File: config.mk
export PLATFORM = sky130hd
export DESIGN_NAME = wb_group_arbiter
export DESIGN_NICKNAME = d
export VERILOG_FILES = /design/src/rtl/wb_group_arbiter_pkg.sv /design/src/rtl/wb_group_arbiter_rr.sv /design/src/rtl/wb_group_arbiter.sv
export SDC_FILE = /design/constraint.sdc
export NUM_CORES = 1
export LEC_CHECK = 0
export ABC_AREA = 1
export BUFFER_PORTS_ARGS = -buffer_cell sky130_fd_sc_hd__buf_4
export CELL_PAD_IN_SITES_DETAIL_PLACEMENT = 0
export CELL_PAD_IN_SITES_GLOBAL_PLACEMENT = 1
export CORE_MARGIN = 1
export CORE_UTILIZATION = 29
export DETAILED_ROUTE_END_ITERATION = 10
export GPL_TIMING_DRIVEN = 0
export PLACE_DENSITY = 0.79
export SLEW_MARGIN = 10
export SYNTH_ARGS = -nofsm -noshare
export SYNTH_HDL_FRONTEND = slang
export SYNTH_SLANG_ARGS = --single-unit
File: constraint.sdc
create_clock -name clk -period 3 [get_ports clk]
set_input_delay 0.3 -clock clk [delete_from_list [all_inputs] [get_ports clk]]
set_output_delay 0.3 -clock clk [all_outputs]
set_load 0.05 [all_outputs]
File: src/rtl/wb_group_arbiter_pkg.sv
// Shared types for the writeback group arbiter.
//   STARVE_CNT_W : width of the per-unit starvation counters
//   wb_packet_t  : one registered writeback (id, phys_addr, data, valid) at default widths
//   starve_next  : next value of one starvation counter
package wb_group_arbiter_pkg;

    localparam int unsigned STARVE_CNT_W = 4;
    localparam int unsigned WB_ID_W      = 3;
    localparam int unsigned WB_ADDR_W    = 6;
    localparam int unsigned WB_DATA_W    = 32;

    typedef struct packed {
        logic [WB_ID_W-1:0]   id;
        logic [WB_ADDR_W-1:0] phys_addr;
        logic [WB_DATA_W-1:0] data;
        logic                 valid;
    } wb_packet_t;

    // Counts cycles a unit has been denied; clears on grant or when the unit is idle.
    function automatic logic [STARVE_CNT_W-1:0] starve_next(
        input logic [STARVE_CNT_W-1:0] cnt,
        input logic                    done,
        input logic                    ack,
        input logic [STARVE_CNT_W-1:0] limit
    );
        if (!done || ack) begin
            return '0;
        end else if (cnt < limit) begin
            return cnt + STARVE_CNT_W'(1);
        end
        return cnt;
    endfunction

endpackage

File: src/rtl/wb_group_arbiter_rr.sv
// rr_picker: combinational round-robin pick.
//   req : request vector
//   ptr : index where the search starts (inclusive)
//   gnt : one-hot grant, lowest requester at or above ptr, else lowest requester overall
module rr_picker #(
    parameter int unsigned WIDTH = 3,
    localparam int unsigned PtrW = (WIDTH > 1) ? $clog2(WIDTH) : 1
) (
    input  logic [WIDTH-1:0] req,
    input  logic [PtrW-1:0]  ptr,
    output logic [WIDTH-1:0] gnt
);

    logic [WIDTH-1:0] mask;
    logic [WIDTH-1:0] masked;
    logic [WIDTH-1:0] pick_src;

    always_comb begin
        mask = '0;
        for (int i = 0; i < WIDTH; i++) begin
            mask[i] = (PtrW'(i) >= ptr);
        end
        masked   = req & mask;
        pick_src = (|masked) ? masked : req;
        // Isolate the lowest set bit.
        gnt      = pick_src & (~pick_src + WIDTH'(1));
    end

endmodule

File: src/rtl/wb_group_arbiter.sv
// wb_group_arbiter: shares one register-file write port among NUM_UNITS execution units.
// Unit 0 has fixed priority, units 1..N-1 are round-robin, and a starvation override lets a
// long-waiting multicycle unit pre-empt unit 0.
//   clk, rst          : clock, asynchronous active-high reset
//   unit_done         : per-unit result valid (held until ack)
//   unit_id/phys_addr/rd : per-unit packed result fields
//   unit_ack          : combinational one-hot grant
//   wb_valid/id/phys_addr/data : registered writeback, one cycle after the grant
//   starve_event      : registered, set when the last grant came from the override
module wb_group_arbiter
    import wb_group_arbiter_pkg::*;
#(
    parameter int unsigned NUM_UNITS    = 4,
    parameter int unsigned DATA_WIDTH   = 32,
    parameter int unsigned ID_WIDTH     = 3,
    parameter int unsigned PHYS_ADDR_W  = 6,
    parameter int unsigned STARVE_LIMIT = 7
) (
    input  logic                             clk,
    input  logic                             rst,
    input  logic [NUM_UNITS-1:0]             unit_done,
    input  logic [NUM_UNITS*ID_WIDTH-1:0]    unit_id,
    input  logic [NUM_UNITS*PHYS_ADDR_W-1:0] unit_phys_addr,
    input  logic [NUM_UNITS*DATA_WIDTH-1:0]  unit_rd,
    output logic [NUM_UNITS-1:0]             unit_ack,
    output logic                             wb_valid,
    output logic [ID_WIDTH-1:0]              wb_id,
    output logic [PHYS_ADDR_W-1:0]           wb_phys_addr,
    output logic [DATA_WIDTH-1:0]            wb_data,
    output logic                             starve_event
);

    localparam int unsigned IdxW = $clog2(NUM_UNITS);
    localparam int unsigned RrW  = NUM_UNITS - 1;
    localparam int unsigned PtrW = (RrW > 1) ? $clog2(RrW) : 1;
    localparam logic [STARVE_CNT_W-1:0] Limit = STARVE_CNT_W'(STARVE_LIMIT);

    logic [IdxW-1:0]         rr_ptr_q, rr_ptr_d;
    logic [STARVE_CNT_W-1:0] cnt_q [NUM_UNITS];
    logic [STARVE_CNT_W-1:0] cnt_d [NUM_UNITS];
    logic [NUM_UNITS-1:0]    starve_hit;
    logic [NUM_UNITS-1:0]    ack;
    logic                    override;
    logic [RrW-1:0]          rr_gnt;
    logic [PtrW-1:0]         rr_idx;
    logic [ID_WIDTH-1:0]     sel_id;
    logic [PHYS_ADDR_W-1:0]  sel_addr;
    logic [DATA_WIDTH-1:0]   sel_data;

    // rr_ptr is 1-based over units 1..N-1; the picker works on a 0-based slice.
    assign rr_idx = PtrW'(rr_ptr_q - IdxW'(1));

    rr_picker #(
        .WIDTH(RrW)
    ) u_rr_picker (
        .req(unit_done[NUM_UNITS-1:1]),
        .ptr(rr_idx),
        .gnt(rr_gnt)
    );

    always_comb begin
        starve_hit = '0;
        for (int j = 1; j < NUM_UNITS; j++) begin
            starve_hit[j] = unit_done[j] && (cnt_q[j] == Limit);
        end

        ack      = '0;
        override = 1'b0;
        if (rst) begin
            ack = '0;
        end else if (|starve_hit) begin
            override = 1'b1;
            // Descending scan so the lowest saturated index is the one left standing.
            for (int j = NUM_UNITS - 1; j >= 1; j--) begin
                if (starve_hit[j]) begin
                    ack    = '0;
                    ack[j] = 1'b1;
                end
            end
        end else if (unit_done[0]) begin
            ack[0] = 1'b1;
        end else begin
            ack[NUM_UNITS-1:1] = rr_gnt;
        end
    end

    assign unit_ack = ack;

    always_comb begin
        rr_ptr_d = rr_ptr_q;
        for (int k = 1; k < NUM_UNITS; k++) begin
            if (ack[k]) begin
                rr_ptr_d = (k == NUM_UNITS - 1) ? IdxW'(1) : IdxW'(k + 1);
            end
        end

        cnt_d[0] = '0;
        for (int j = 1; j < NUM_UNITS; j++) begin
            cnt_d[j] = starve_next(cnt_q[j], unit_done[j], ack[j], Limit);
        end

        // One-hot AND-OR result mux.
        sel_id   = '0;
        sel_addr = '0;
        sel_data = '0;
        for (int i = 0; i < NUM_UNITS; i++) begin
            sel_id   = sel_id   | ({ID_WIDTH{ack[i]}}    & unit_id[i*ID_WIDTH +: ID_WIDTH]);
            sel_addr = sel_addr | ({PHYS_ADDR_W{ack[i]}} & unit_phys_addr[i*PHYS_ADDR_W +: PHYS_ADDR_W]);
            sel_data = sel_data | ({DATA_WIDTH{ack[i]}}  & unit_rd[i*DATA_WIDTH +: DATA_WIDTH]);
        end
    end

    always_ff @(posedge clk or posedge rst) begin
        if (rst) begin
            rr_ptr_q     <= IdxW'(1);
            for (int j = 0; j < NUM_UNITS; j++) begin
                cnt_q[j] <= '0;
            end
            wb_valid     <= 1'b0;
            wb_id        <= '0;
            wb_phys_addr <= '0;
            wb_data      <= '0;
            starve_event <= 1'b0;
        end else begin
            rr_ptr_q     <= rr_ptr_d;
            for (int j = 0; j < NUM_UNITS; j++) begin
                cnt_q[j] <= cnt_d[j];
            end
            wb_valid     <= |ack;
            starve_event <= override;
            if (|ack) begin
                wb_id        <= sel_id;
                wb_phys_addr <= sel_addr;
                wb_data      <= sel_data;
            end
        end
    end

endmodule

* After elaboration in Yosys (flattened, before gate mapping)
Cells that the tools add are included.
** Cells by class
- Bitwise logic cells :: 24
- Muxes and demuxes :: 25
- $add $sub $neg :: 5
- Shift operators :: 0
- Divide/modulo/power cells :: 0
- Order comparisons :: 6
- Reductions and logical operators :: 13
- $mul :: 0
- Eq/ne operators :: 3
** Operators by type and width (count)
- 32-bit bitwise AND :: 4
- 32-bit OR :: 3
- 4-bit two-way mux :: 11
- 6-bit bitwise AND :: 4
- 3-bit bitwise AND :: 6
- 6-bit OR :: 3
- 4-bit by 1-bit adder with 4-bit output (second input constant) :: 3
- 4-bit by 3-bit equality test with 1-bit output (second input constant) :: 3
- 4-bit by 3-bit less-than comparator with 1-bit output (second input constant) :: 3
- 1-bit two-way mux :: 9
- 3-bit OR :: 3
- 2-bit two-way mux :: 3
- 3-bit two-way mux :: 2
- 3-bit OR reduction :: 2
- 1-bit by 2-bit greater-or-equal comparator with 1-bit output (first input constant) :: 2
- 4-bit OR reduction :: 1
- 3-bit by 1-bit adder with 3-bit output (second input constant) :: 1
- 1-bit logical AND :: 3
- 1-bit zero test :: 3
- 1-bit logical OR :: 3
- 3-bit NOT :: 1
- 3-bit nonzero test :: 1
- 2-bit greater-or-equal comparator (first input constant) :: 1
- 2-bit by 1-bit subtractor with 2-bit output (second input constant) :: 1
** Word-level totals
- Memory bits (writable) :: 0
- Memories kept :: 0
- Logic and storage cells :: 85
- Bits in latches :: 0
- Flip-flop bits (word level) :: 57
- Memory bits (read-only) :: 0
- Input bits :: 170

* Depth between registers and ports, before layout
Gate-level depths: netlist of run 1.
- Depth after elaboration :: 15
- Mapped depth :: 15
- Mapped depth without buffers :: 14

* Modules after synthesis
A second synthesis of run 1 with hierarchy kept.
** Unflattened totals
- Cells, all modules :: 504
- Area total of the unflattened synthesis :: 3558.4 µm²
** Modules (own cells, without submodules)
- wb_group_arbiter :: cells an instance 490, instances 1, seq. area each 1427.6 µm², area an instance 3493.4 µm²
- rr_picker :: cells an instance 14, instances 1, seq. area each 0.0 µm², area an instance 65.1 µm²

* Worst setup path after synthesis of run 1
OpenSTA, ideal clock, no wires.
- Kind :: in2out
- Start :: input port rst
- End :: output port unit_ack[2]
- Arrival :: 2.393 ns
- Cell stages on the path :: 5
- Data required time :: 2.700 ns
- Buffers on the path :: 2
- Setup slack :: 0.307 ns
- Path through :: inv_1 -> nand2_2 -> buf_4 -> buf_4 -> inv_1
** Between the ends
- Longest elaborated chain between the ends :: 1
** Ends and longest elaborated chain
- from (decl) :: RTL line wb_group_arbiter.sv:20 : input logic rst,
- 4-bit two-way mux :: RTL line wb_group_arbiter.sv:69 : if (rst) begin
- to (decl) :: RTL line wb_group_arbiter.sv:25 : output logic [NUM_UNITS-1:0] unit_ack,
Every way passes these cells.

* Worst setup path after layout of run 1
- Start :: register rr_ptr_q[0]
- End :: output port unit_ack[2]
** Between the ends
- Longest elaborated chain between the ends :: 11
** Ends and longest elaborated chain
- from (decl) :: RTL line wb_group_arbiter.sv:38 : logic [IdxW-1:0] rr_ptr_q, rr_ptr_d;
- from (signal assigned) :: RTL line wb_group_arbiter.sv:115 : rr_ptr_q <= IdxW'(1);
- from (signal assigned) :: RTL line wb_group_arbiter.sv:125 : rr_ptr_q <= rr_ptr_d;
- 2-bit by 1-bit subtractor with 2-bit output * :: RTL line wb_group_arbiter.sv:51 : assign rr_idx = PtrW'(rr_ptr_q - IdxW'(1));
- 1-bit by 2-bit greater-or-equal comparator with 1-bit output / 2-bit greater-or-equal comparator (equally long branches) :: RTL line wb_group_arbiter_rr.sv:21 : mask[i] = (PtrW'(i) >= ptr);
- 3-bit bitwise AND * :: RTL line wb_group_arbiter_rr.sv:23 : masked = req & mask;
- 3-bit OR reduction :: RTL line wb_group_arbiter_rr.sv:24 : pick_src = (|masked) ? masked : req;
- 3-bit two-way mux * :: RTL line wb_group_arbiter_rr.sv:24
- 3-bit NOT :: RTL line wb_group_arbiter_rr.sv:26 : gnt = pick_src & (~pick_src + WIDTH'(1));
- 3-bit by 1-bit adder with 3-bit output :: RTL line wb_group_arbiter_rr.sv:26
- 3-bit bitwise AND * :: RTL line wb_group_arbiter_rr.sv:26
- 3-bit two-way mux * :: RTL line wb_group_arbiter.sv:80 : end else if (unit_done[0]) begin
- 4-bit two-way mux * :: RTL line wb_group_arbiter.sv:71 : end else if (|starve_hit) begin
- 4-bit two-way mux * :: RTL line wb_group_arbiter.sv:69
Mark *: on every way between the ends. The rest lies on a longest branch, timed or not.

==> key figures, run 1 <==
Drt
  • DR DRC count: 0
  • Via count: roughly 4400
  • DRT Pass-1 Iters: 4
  • Via/cell ratio: 4.585
  • WL final: between 10000 and 15000 microns
  • Initial drt markers: approximately 130
  • Wire length per cell: between 10 and 15 microns
  • Detail Route Antenna Nets: 0

Global route
  • Met3 Use GR: between 4 and 5%
  • Met2 GRT Util: between 30% and 40%
  • Initial antenna violation count: 0
  • Vias in the first global route: between 4000 and 5000
  • M1 GR Usage: between 20% and 30%
  • GRT overflow: 0
  • Largest net degree at the start of global routing: 61
  • Busiest grt layer: met2
  • Total GRT Usage: roughly a fifth
  • First-pass GRT wire length: 20310 microns

Clock tree
  • H-tree levels: 3
  • Sink Count: 57
  • Clk buf depth: 2
  • Worst-Skew Late Latency: roughly 0.32 ns
  • CTS Buf Count: 9
  • CTS tree: done
  • Clock transition at path regs: roughly 0.05 ns
  • Clock Tree Root: clkbuf_16

Timing
  • Clock Skews: around 0.0067 ns
  • Setup violators final: 0
  • Slew Limit Fails: 0
  • Final period utilization: between 90 and 100%
  • Unrepaired setup endpoints after global routing: no
  • Fin crit period: ~2.8 ns
  • Worst slew margin: roughly half
  • Worst-margin pin slew: around 0.76 ns
  • Fmax: 356.7 MHz
  • Final hold vios: 0

Logic synthesis
  • Top-area cell type share of the netlist area: a little under two fifths
  • Yosys reg bits: 57
  • Top cells by count, synth: nand2_1, nor2_1, nand3_1, inv_1, dfrtp_1
  • Unique masters post-synth: 25
  • Top cell type by total area after synthesis: dfrtp_1
  • Synthesized cell area: around 3700 sq um
  • Synth Warn #: 0
  • Cells after synthesis: around 560
  • Ys async rst share: 100.0%
  • Average cell area after synthesis: 6.695 sq um
  • Post-Syn Nets: 733
  • Post-synth EDFFs: 0
  • Count leader, synth: nand2_1
  • Top post-synthesis cells by area: dfrtp_1, nand2_1, nand3_1, nor2_1, nand4_1
  • Synth Flop Type: dfrtp_1
  • Fraction of the yosys area taken by sequential cells: between 30% and 40%

Worst setup path
  • Crit path DAT: 2.50 ns
  • Crit. End Element: output port
  • Max FO, Critical Path: 10
  • Worst Setup Start Kind: flop
  • Slowest CP cell: dfstp_2
  • CP Class: flop to output port
  • Crit path cell chain: inv_1, ha_1, nand2_1, nand3_1, nand2_1, nand2_1, nor2_1, nand2_1, nand2_1, nand2_2, buf_8, buf_4, inv_1, buf_4
  • Largest delay share family, worst path: simple AND/OR/NAND/NOR gates
  • Worst path most repeated cell: nand2_1
  • R2R setup slack: 0.69 ns
  • CP max stage delay: roughly 0.53 ns
  • CP required: 2.70 ns
  • Crit path buf inv count: 5

Die
  • Core area: between 10000 and 15000 sq um
  • Placement row count: just over 40
  • Top Ports: approximately 220
  • Initial Utilization: 29.73%
  • Die height: around 120 microns
  • Total die area: between 10000 and 15000 sq um
  • Die width: around 120 microns

Placement
  • Placed Cells: ~950
  • Post-DP Area: 5575 sq um
  • GPL Wtd Cong: a little under 0.8
  • HPWL Detailed: 10320 microns
  • Port bufs: ~220

Power and ir drop
  • Pleak: between 0.003 and 0.004 uW
  • Power, Total: about 4600 uW
  • PD cells: between 700 and 800 nW/um^2
  • Max IR drop VDD: 0.3271 mV

Cells and area
  • N_diodes: 0
  • Post-Layout Cell Count: slightly below 1000
  • Area Overhead vs Synth: 57.90%
  • Share of layout cells above drive strength 1: around 34%
  • Util after Layout: ~47%
  • # nets final: roughly 960
  • Post-route cell area: about 5900 sq um

Worst hold path
  • Type of the most critical hold path: input port to async pin

Job
  • Max-Cap Viols: 0

Outcome
  • Status: completed
flip-flops by register name, summed over array words and instances (netlist names):
register	cells
wb_valid	1
wb_phys_addr	6
cnt_q	12
starve_event	1
wb_id	3
rr_ptr_q	2
wb_data	32
where the power goes:
group	total, uW	leakage (uW)	switching (uW)	internal, uW
combinational	2380	0.00248	1600	781
clock	1040	0.000153	332	709
sequential	1230	0.000707	168	1060
layout by cell type, fill, tap and decap left out, drive strengths merged:
master / netlist / layout
nand4: 46 / 46
nand2: 151 / 151
clkbuf: 3 / 17
dfrtp: 56 / 56
o21ai: 1 / 1
bufinv: 0 / 1
nand3: 88 / 88
nor3: 1 / 1
ha: 5 / 5
buf: 30 / 247
inv: 61 / 61
or2: 1 / 1
a31oi: 1 / 1
dfstp: 1 / 1
xor2: 1 / 1
xnor2: 2 / 2
nor2: 98 / 98
clkinv: 0 / 1
a21oi: 10 / 10
mux2i: 2 / 2
metrics by stage:
stage	TNS [ns]	hold slack, ns	setup WS (ns)
after global placement	-18.19	0.5121	-0.6180
after global routing	0	0.2085	0.005650
after CTS	0	0.1820	0.1090
final	0	0.1480	0.1965
after detailed placement	0	0.5165	0.4653
after floorplan	0	0.4778	0.3066
layer usage:
metal  vias to the layer above  part of all wire [%]
met5                         -                     0
met4                         0                   1.0
met3                         9                   8.1
met2                       184                    49
met1                      1969                    42
li1                       2253                     -
what timing repair did:
action	CTS	global route
setup endpoints to repair	0	1
buffers inserted	0	1
gates resized for setup	0	2
hold buffers	0	0
cell type report:
type                            instances  area [sq um]
Sequential cell                        57          1428
Tap cell                              172         215.2
Inverter                               61         231.5
Clock inverter                          2         35.03
Buffer                                 33         206.4
Fill cell                            1340          6669
Clock buffer                           14         274.0
Timing Repair Buffer                  217          1629
Multi-Input combinational cell        407          1881
cells by family after synthesis:
family,share of synthesized area (%)
AOI/OAI and AO/OA,1.641
xor gates and xnor gates,0.7034
adders and majority gates,1.674
buffers and inverters,11.45
DFF,38.21
muxes,0.5359
and+or+nand+nor,45.78
path summary, 6_finish.rpt:
check,from,to,depth (start not counted)
max in group asynchronous,rst,cnt_q[9]$_DFFE_PP0P_,2
max reg2reg,rr_ptr_q[0]$_DFFE_PP1P_,wb_data[0]$_DFFE_PP0P_,12
min in group clk,unit_rd[17],wb_data[17]$_DFFE_PP0P_,5
max,rr_ptr_q[0]$_DFFE_PP1P_,unit_ack[2],14
min reg2reg,wb_data[21]$_DFFE_PP0P_,wb_data[21]$_DFFE_PP0P_,2
min,rst,cnt_q[4]$_DFFE_PP0P_,2
Power figures use the tool's default switching activity.
==> run 2, diff against run 1 <==
REMOVE_ABC_BUFFERS = 1   (was default)
==> key figures, run 2 (synthesized netlist as in run 1, its figures left out) <==
Power and ir drop
  • PD cells: 769.3 nW/um^2 (-2.4%)
  • Pleak: 0.003262 uW (-2.2%)
  • Max IR drop VDD: 0.2820 mV (-14%)

Cells and area
  • # nets final: 936 (-2.6%)
  • Largest reg by FF count: wb_data
  • Fill cells: 1306 (-2.5%)
  • Area Overhead vs Synth: 56.30%
  • Leading cell type in the layout, fill and taps excluded: buf_4
  • Post-Layout Cell Count: 938 (-2.6%)
  • Share of layout cells above drive strength 1: 32.51% (-1.6 points)
  • Area of the multi-input gates: 1954 sq um (+3.9%)
  • N_diodes: 0 (unchanged)
  • Most frequent cells in the layout: buf_4, nand2_1, nor2_1, nand3_1, inv_1
  • Max reg flops: 32 (unchanged)
  • Largest registers: wb_data (32), cnt_q (12), wb_phys_addr (6)
  • Util after Layout: 46.46% (-0.48 points)
  • Total area of sequential cells: 1428 sq um (unchanged)

Die
  • Initial Utilization: 29.73% (unchanged)
  • Die height: 115.5 microns (unchanged)
  • Core area: 12570 sq um (unchanged)
  • Top Ports: 217 (unchanged)
  • Total die area: 13340 sq um (unchanged)
  • Placement row count: 41 (unchanged)
  • Die width: 115.5 microns (unchanged)

Worst setup path
  • Worst path most repeated cell: nand2_1
  • Crit path DAT: 2.47 ns (-0.03 ns)
  • Slowest CP cell: dfstp_2
  • CP Class: flop to output port
  • CP required: 2.70 ns (about the same)
  • Crit path cell chain: inv_1, ha_1, nand2_1, nand3_1, nand2_1, nand2_1, nand3_1, nand2_8, nand2_8, inv_1, buf_4
  • Crit path buf inv count: 3 (-2)
  • Crit. End Element: output port
  • Largest delay share family, worst path: simple AND/OR/NAND/NOR gates
  • Worst Setup Start Kind: flop
  • CP max stage delay: 0.53 ns (about the same)
  • Max FO, Critical Path: 22 (+12)

Drt
  • WL final: 12720 microns (-2.9%)
  • DRT Pass-1 Iters: 4 (unchanged)
  • Via/cell ratio: 4.695 (+2.4%)
  • DR DRC count: 0 (unchanged)
  • Initial drt markers: 129 (+2.4%)
  • Via count: 4404 (-0.25%)
  • Detail Route Antenna Nets: 0 (unchanged)
  • Wire length per cell: 13.56 microns (-0.28%)

Global route
  • Vias in the first global route: 4254 (+0.071%)
  • Largest net degree at the start of global routing: 61 (unchanged)
  • Initial antenna violation count: 0 (unchanged)
  • First-pass GRT wire length: 19700 microns (-3.0%)
  • Total GRT Usage: 18.82% (-0.96 points)
  • GRT overflow: 0 (unchanged)

Placement
  • Placed Cells: 918 (-3.0%)
  • HPWL Detailed: 8946 microns (-13%)
  • Port bufs: 216 (unchanged)
  • GPL Wtd Cong: 0.7834 (-1.6%)

Timing
  • Worst slew margin: 41.04% (-8.1 points)
  • Clock Skews: 0.008741 ns (+0.002008 ns)
  • Final period utilization: 92.41% (-1.0 points)
  • Final hold vios: 0 (unchanged)
  • Worst-margin pin slew: 0.8815 ns (+0.1185 ns)
  • Fin crit period: 2.772 ns (-0.03106 ns)
  • Setup violators final: 0 (unchanged)
  • Fmax: 360.7 MHz (+1.1%)
  • Slew Limit Fails: 0 (unchanged)
  • Unrepaired setup endpoints after global routing: no
  • Setup TNS: 0 ns (unchanged)

Clock tree
  • CTS Buf Count: 9 (unchanged)
  • Clock Tree Root: clkbuf_16
  • Cts hold-fix bufs: 0 (unchanged)
  • Sink Count: 57 (unchanged)
  • Clk buf depth: 2 (unchanged)
  • H-tree levels: 3 (unchanged)
  • Worst-Skew Late Latency: 0.32 ns (about the same)
  • CTS tree: done
  • Clock transition at path regs: 0.05 ns (about the same)

Outcome
  • Status: completed

Worst hold path
  • Type of the most critical hold path: input port to async pin

Job
  • Max-Cap Viols: 0 (unchanged)
run 2: routing by layer:
metal	up-vias	GRT usage [%]	wire length, microns
met4	0	5.887	238
met1	2039	21.84	5272
met3	17	4.812	774
li1	2205	-	-
met5	-	0	0
met2	143	33.81	6430
run 2: metrics by stage:
stage          setup slack (ns)  power (uW)  cell area, sq um  hold slack, ns
2_1_floorplan           -0.7303        2720              3537          0.4788
3_3_place_gp             -2.353        3539              5374          0.5135
3_5_place_dp            -0.1667        3614              5509          0.5156
4_1_cts                 0.07925        4529              5793          0.1901
5_1_grt                 0.07271        4764              5839          0.2360
6_report                 0.2276        4492              5839          0.1573
run 2: cell type report:
class,instances,area share (%)
multi-input cells,409,33.47
repair buffers,223,30.04
flip-flops and latches,57,24.45
clock buffers,12,4.050
inverters,61,3.964
well taps,172,3.685
clock inverters,4,0.3428
run 2: worst paths after layout:
path / slack (ns) / end / from / depth (start not counted)
max: 0.23 / unit_ack[3] / rr_ptr_q[0]$_DFFE_PP1P_ / 11
min: 0.16 / cnt_q[11]$_DFFE_PP0P_ / rst / 2
max reg2reg: 0.40 / wb_data[20]$_DFFE_PP0P_ / rr_ptr_q[0]$_DFFE_PP1P_ / 12
min reg2reg: 0.53 / wb_data[3]$_DFFE_PP0P_ / wb_data[3]$_DFFE_PP0P_ / 2
max in group asynchronous: 2.33 / cnt_q[10]$_DFFE_PP0P_ / rst / 2
min in group clk: 0.28 / wb_phys_addr[1]$_DFFE_PP0P_ / unit_phys_addr[7] / 5
run 2: what timing repair did:
action                                  CTS  global route
buffers inserted                          0             2
endpoints found under the setup margin    5            43
cloned                                    0             2
pin swaps                                 0             3
resized for setup                         4             2
run 2: worst register-to-register path, stage by stage (launching register included):
cell	delay, ns
dfstp_2	0.53
inv_1	0.05
ha_1	0.29
nand2_1	0.08
nand3_1	0.12
nand2_1	0.06
nand2_1	0.09
nor2_1	0.05
nand2_1	0.14
nand2_8	0.25
nor2_4	0.59
nand4_1	0.17
nand2_1	0.11
run 2: power by group:
group	total (uW)	leakage, uW	internal (uW)	switching, uW
combinational	2390	0.00242	771	1620
sequential	1230	0.000707	1060	169
clock	877	0.000130	551	326
total	4490	0.00326	2380	2110
==> run 3, diff against run 2 <==
ABC_AREA = 0   (was 1)
CORE_UTILIZATION = 32   (was 29)
==> key figures, run 3 <==
Timing
  • Fmax: 344.2 MHz (-4.6%)
  • Slew Limit Fails: 0 (unchanged)
  • Worst slew margin: 44.24% (+3.2 points)
  • Final hold vios: 0 (unchanged)
  • Worst-margin pin slew: 0.8364 ns (-0.04514 ns)
  • Unrepaired setup endpoints after global routing: no
  • Hold_ws: 0.1175 ns (-0.03972 ns)
  • Final period utilization: 96.85% (+4.4 points)
  • Fin crit period: 2.905 ns (+0.1330 ns)
  • Setup violators final: 0 (unchanged)
  • Clock Skews: 0.01469 ns (+0.005953 ns)

Drt
  • Via/cell ratio: 5.461 (+16%)
  • WL final: 12020 microns (-5.5%)
  • DRT Pass-1 Iters: 4 (unchanged)
  • Detail Route Antenna Nets: 0 (unchanged)
  • Wire length per cell: 18.99 microns (+40%)
  • Via count: 3457 (-22%)
  • Initial drt markers: 189 (+47%)
  • DR DRC count: 0 (unchanged)

Placement
  • Port bufs: 216 (unchanged)
  • GPL Wtd Cong: 0.7467 (-4.7%)
  • Placed Cells: 605 (-34%)
  • HPWL Detailed: 7858 microns (-12%)

Clock tree
  • Sink Count: 57 (unchanged)
  • Clk buf depth: 2 (unchanged)
  • H-tree levels: 3 (unchanged)
  • Clock transition at path regs: 0.06 ns (about the same)
  • CTS Buf Count: 9 (unchanged)
  • Worst-Skew Late Latency: 0.34 ns (+0.02 ns)
  • CTS tree: done
  • Clock Tree Root: clkbuf_8

Job
  • Max-Cap Viols: 0 (unchanged)

Logic synthesis
  • Post-synth EDFFs: 0 (unchanged)
  • Ys async rst share: 100.0% (unchanged)
  • Synth Flop Type: dfrtp_1
  • Yosys reg bits: 57 (unchanged)
  • Synth Warn #: 0 (unchanged)
  • Cells after synthesis: 276 (-51%)
  • Count leader, synth: dfrtp_1
  • Top cells by count, synth: dfrtp_1, a221o_1, a32o_1, mux2_4, clkbuf_1
  • Fraction of the yosys area taken by sequential cells: 41.19% (+3.0 points)
  • Average cell area after synthesis: 12.56 sq um (+88%)
  • Synthesized cell area: 3466 sq um (-7.2%)
  • Top post-synthesis cells by area: dfrtp_1, mux2_4, a221o_1, a32o_1, clkbuf_1
  • Top-area cell type share of the netlist area: 40.43% (+2.9 points)
  • Top cell type by total area after synthesis: dfrtp_1
  • Unique masters post-synth: 34 (+36%)

Outcome
  • Status: completed

Worst setup path
  • Critical Path End: unit_ack[3]
  • CP required: 2.70 ns (about the same)
  • R2r endpoint: wb_data[5]$_DFFE_PP0P_
  • Crit. End Element: output port
  • Worst Setup Start Kind: flop
  • R2r startpoint: rr_ptr_q[0]$_DFFE_PP1P_
  • R2R setup slack: 0.12 ns (-0.28 ns)
  • CP Class: flop to output port
  • Crit path DAT: 2.61 ns (+0.14 ns)
  • FF-to-FF path depth: 9 (-3)
  • Crit path from: rr_ptr_q[0]$_DFFE_PP1P_
  • Max FO, Critical Path: 26 (+18%)

Cells and area
  • Area Overhead vs Synth: 59.78%
  • Share of layout cells above drive strength 1: 59.96% (+27 points)
  • Post-Layout Cell Count: 633 (-33%)
  • N_diodes: 0 (unchanged)
  • Largest reg by FF count: wb_data
  • Largest registers: wb_data (32), cnt_q (12), wb_phys_addr (6)
  • Fill cells: 915 (-30%)
  • # nets final: 668 (-29%)
  • Most frequent cells in the layout: buf_4, dfrtp_1, a32o_1, a221o_1, mux2_4
  • Leading cell type in the layout, fill and taps excluded: buf_4
  • Max reg flops: 32 (unchanged)
  • Util after Layout: 53.17% (+6.7 points)

Global route
  • Initial antenna violation count: 0 (unchanged)
  • First-pass GRT wire length: 18240 microns (-7.4%)
  • GRT overflow: 0 (unchanged)
  • Largest net degree at the start of global routing: 101 (+66%)
  • Vias in the first global route: 3524 (-17%)
  • Total GRT Usage: 21.22% (+2.4 points)

Die
  • Die width: 106.1 microns (-8.2%)
  • Die height: 106.1 microns (-8.2%)
  • Total die area: 11250 sq um (-16%)
  • Placement row count: 37 (-9.8%)
  • Initial Utilization: 33.27% (+3.5 points)
  • Top Ports: 217 (unchanged)
  • Core area: 10420 sq um (-17%)

Power and ir drop
  • Pleak: 0.002780 uW (-15%)
  • PD cells: 762.8 nW/um^2 (-0.85%)
  • Max IR drop VDD: 0.3348 mV (+19%)

Worst hold path
  • Type of the most critical hold path: input port to async pin
## run 3: cell types whose count changed after synthesis, moves of 41 or more
cell / before / now
nand4_1: 46 / 0
inv_1: 60 / 5
a32o_1: 0 / 41
nor2_1: 97 / 11
nand3_1: 87 / 2
nand2_1: 148 / 4
a221o_1: 0 / 41
## run 3: worst min-delay path by stage
stage	endpoint	slack [ns]	cells past startpoint
after global placement	starve_event$_DFF_PP0_	0.47	2
after floorplan	starve_event$_DFF_PP0_	0.36	1
after detailed placement	wb_data[17]$_DFFE_PP0P_	0.49	1
after CTS	wb_valid$_DFF_PP0_	0.15	2
final	wb_data[12]$_DFFE_PP0P_	0.12	2
after global routing	starve_event$_DFF_PP0_	0.15	2
## run 3: metrics by stage
step / total power [uW] / setup TNS [ns] / cell area [sq um] / worst slack (ns)
4_1_cts: 4252 / 0 / 5512 / 0.04614
5_1_grt: 4419 / 0 / 5538 / 0.001814
3_5_place_dp: 3490 / -28.45 / 5236 / -0.7423
3_3_place_gp: 3443 / -257.56 / 5119 / -5.266
6_report: 4224 / 0 / 5538 / 0.09455
2_1_floorplan: 2712 / -158.06 / 3327 / -3.431
## run 3: critical path, cell delays in order, from the launching register on
cell and delay [ns]:
dfstp_2 0.53, inv_1 0.05, ha_1 0.31, nand2_1 0.08
a21o_1 0.19, a211o_1 0.39, a21oi_4 0.27, buf_16 0.21
buf_4 0.22
## run 3: final cells by class
cell class / count / area, sq um / area share (%)
well taps: 136 / 170.2 / 3.073
clock inverters: 6 / 60.06 / 1.085
flip-flops and latches: 57 / 1428 / 25.78
multi-input cells: 192 / 1961 / 35.40
clock buffers: 9 / 123.9 / 2.237
repair buffers: 227 / 1768 / 31.93
inverters: 6 / 27.53 / 0.4971
## run 3: logic make-up (layout without fill, tap and decap cells)
family / after synthesis / count (layout) / share of synthesized area (%)
AO/OA/AOI/OAI: 102 / 104 / 27.26
flip-flops: 57 / 57 / 41.19
multiplexers: 44 / 44 / 18.41
AND/OR/NAND/NOR: 33 / 36 / 5.921
buffers and inverters: 32 / 248 / 4.657
adder cells (fa/ha/maj): 5 / 5 / 1.805
XOR/XNOR: 3 / 3 / 0.7583
## run 3: where the power goes
| part | leakage [uW] | switching [uW] | total, uW | internal, uW |
|---|---|---|---|---|
| Clock | 0.0000909 | 314 | 688 | 374 |
| Sequential | 0.000744 | 152 | 1170 | 1020 |
| Combinational | 0.00194 | 1380 | 2360 | 984 |
| Total | 0.00278 | 1850 | 4220 | 2380 |
## run 3: layer usage
metal | vias up | track usage (%) | part of all wire (%)
met5 | - | 0 | 0
met3 | 16 | 4.353 | 6.5
met1 | 1694 | 26.72 | 42
met2 | 156 | 36.04 | 50
met4 | 0 | 7.242 | 1.8
li1 | 1591 | - | -
## run 3: repair_timing
action | CTS | global route
pin swaps | 7 | 4
setup buffers | 5 | 3
gates cloned | 5 | 0
setup endpoints to repair | 44 | 14
hold buffers | 0 | 0
resized for setup | 3 | 1
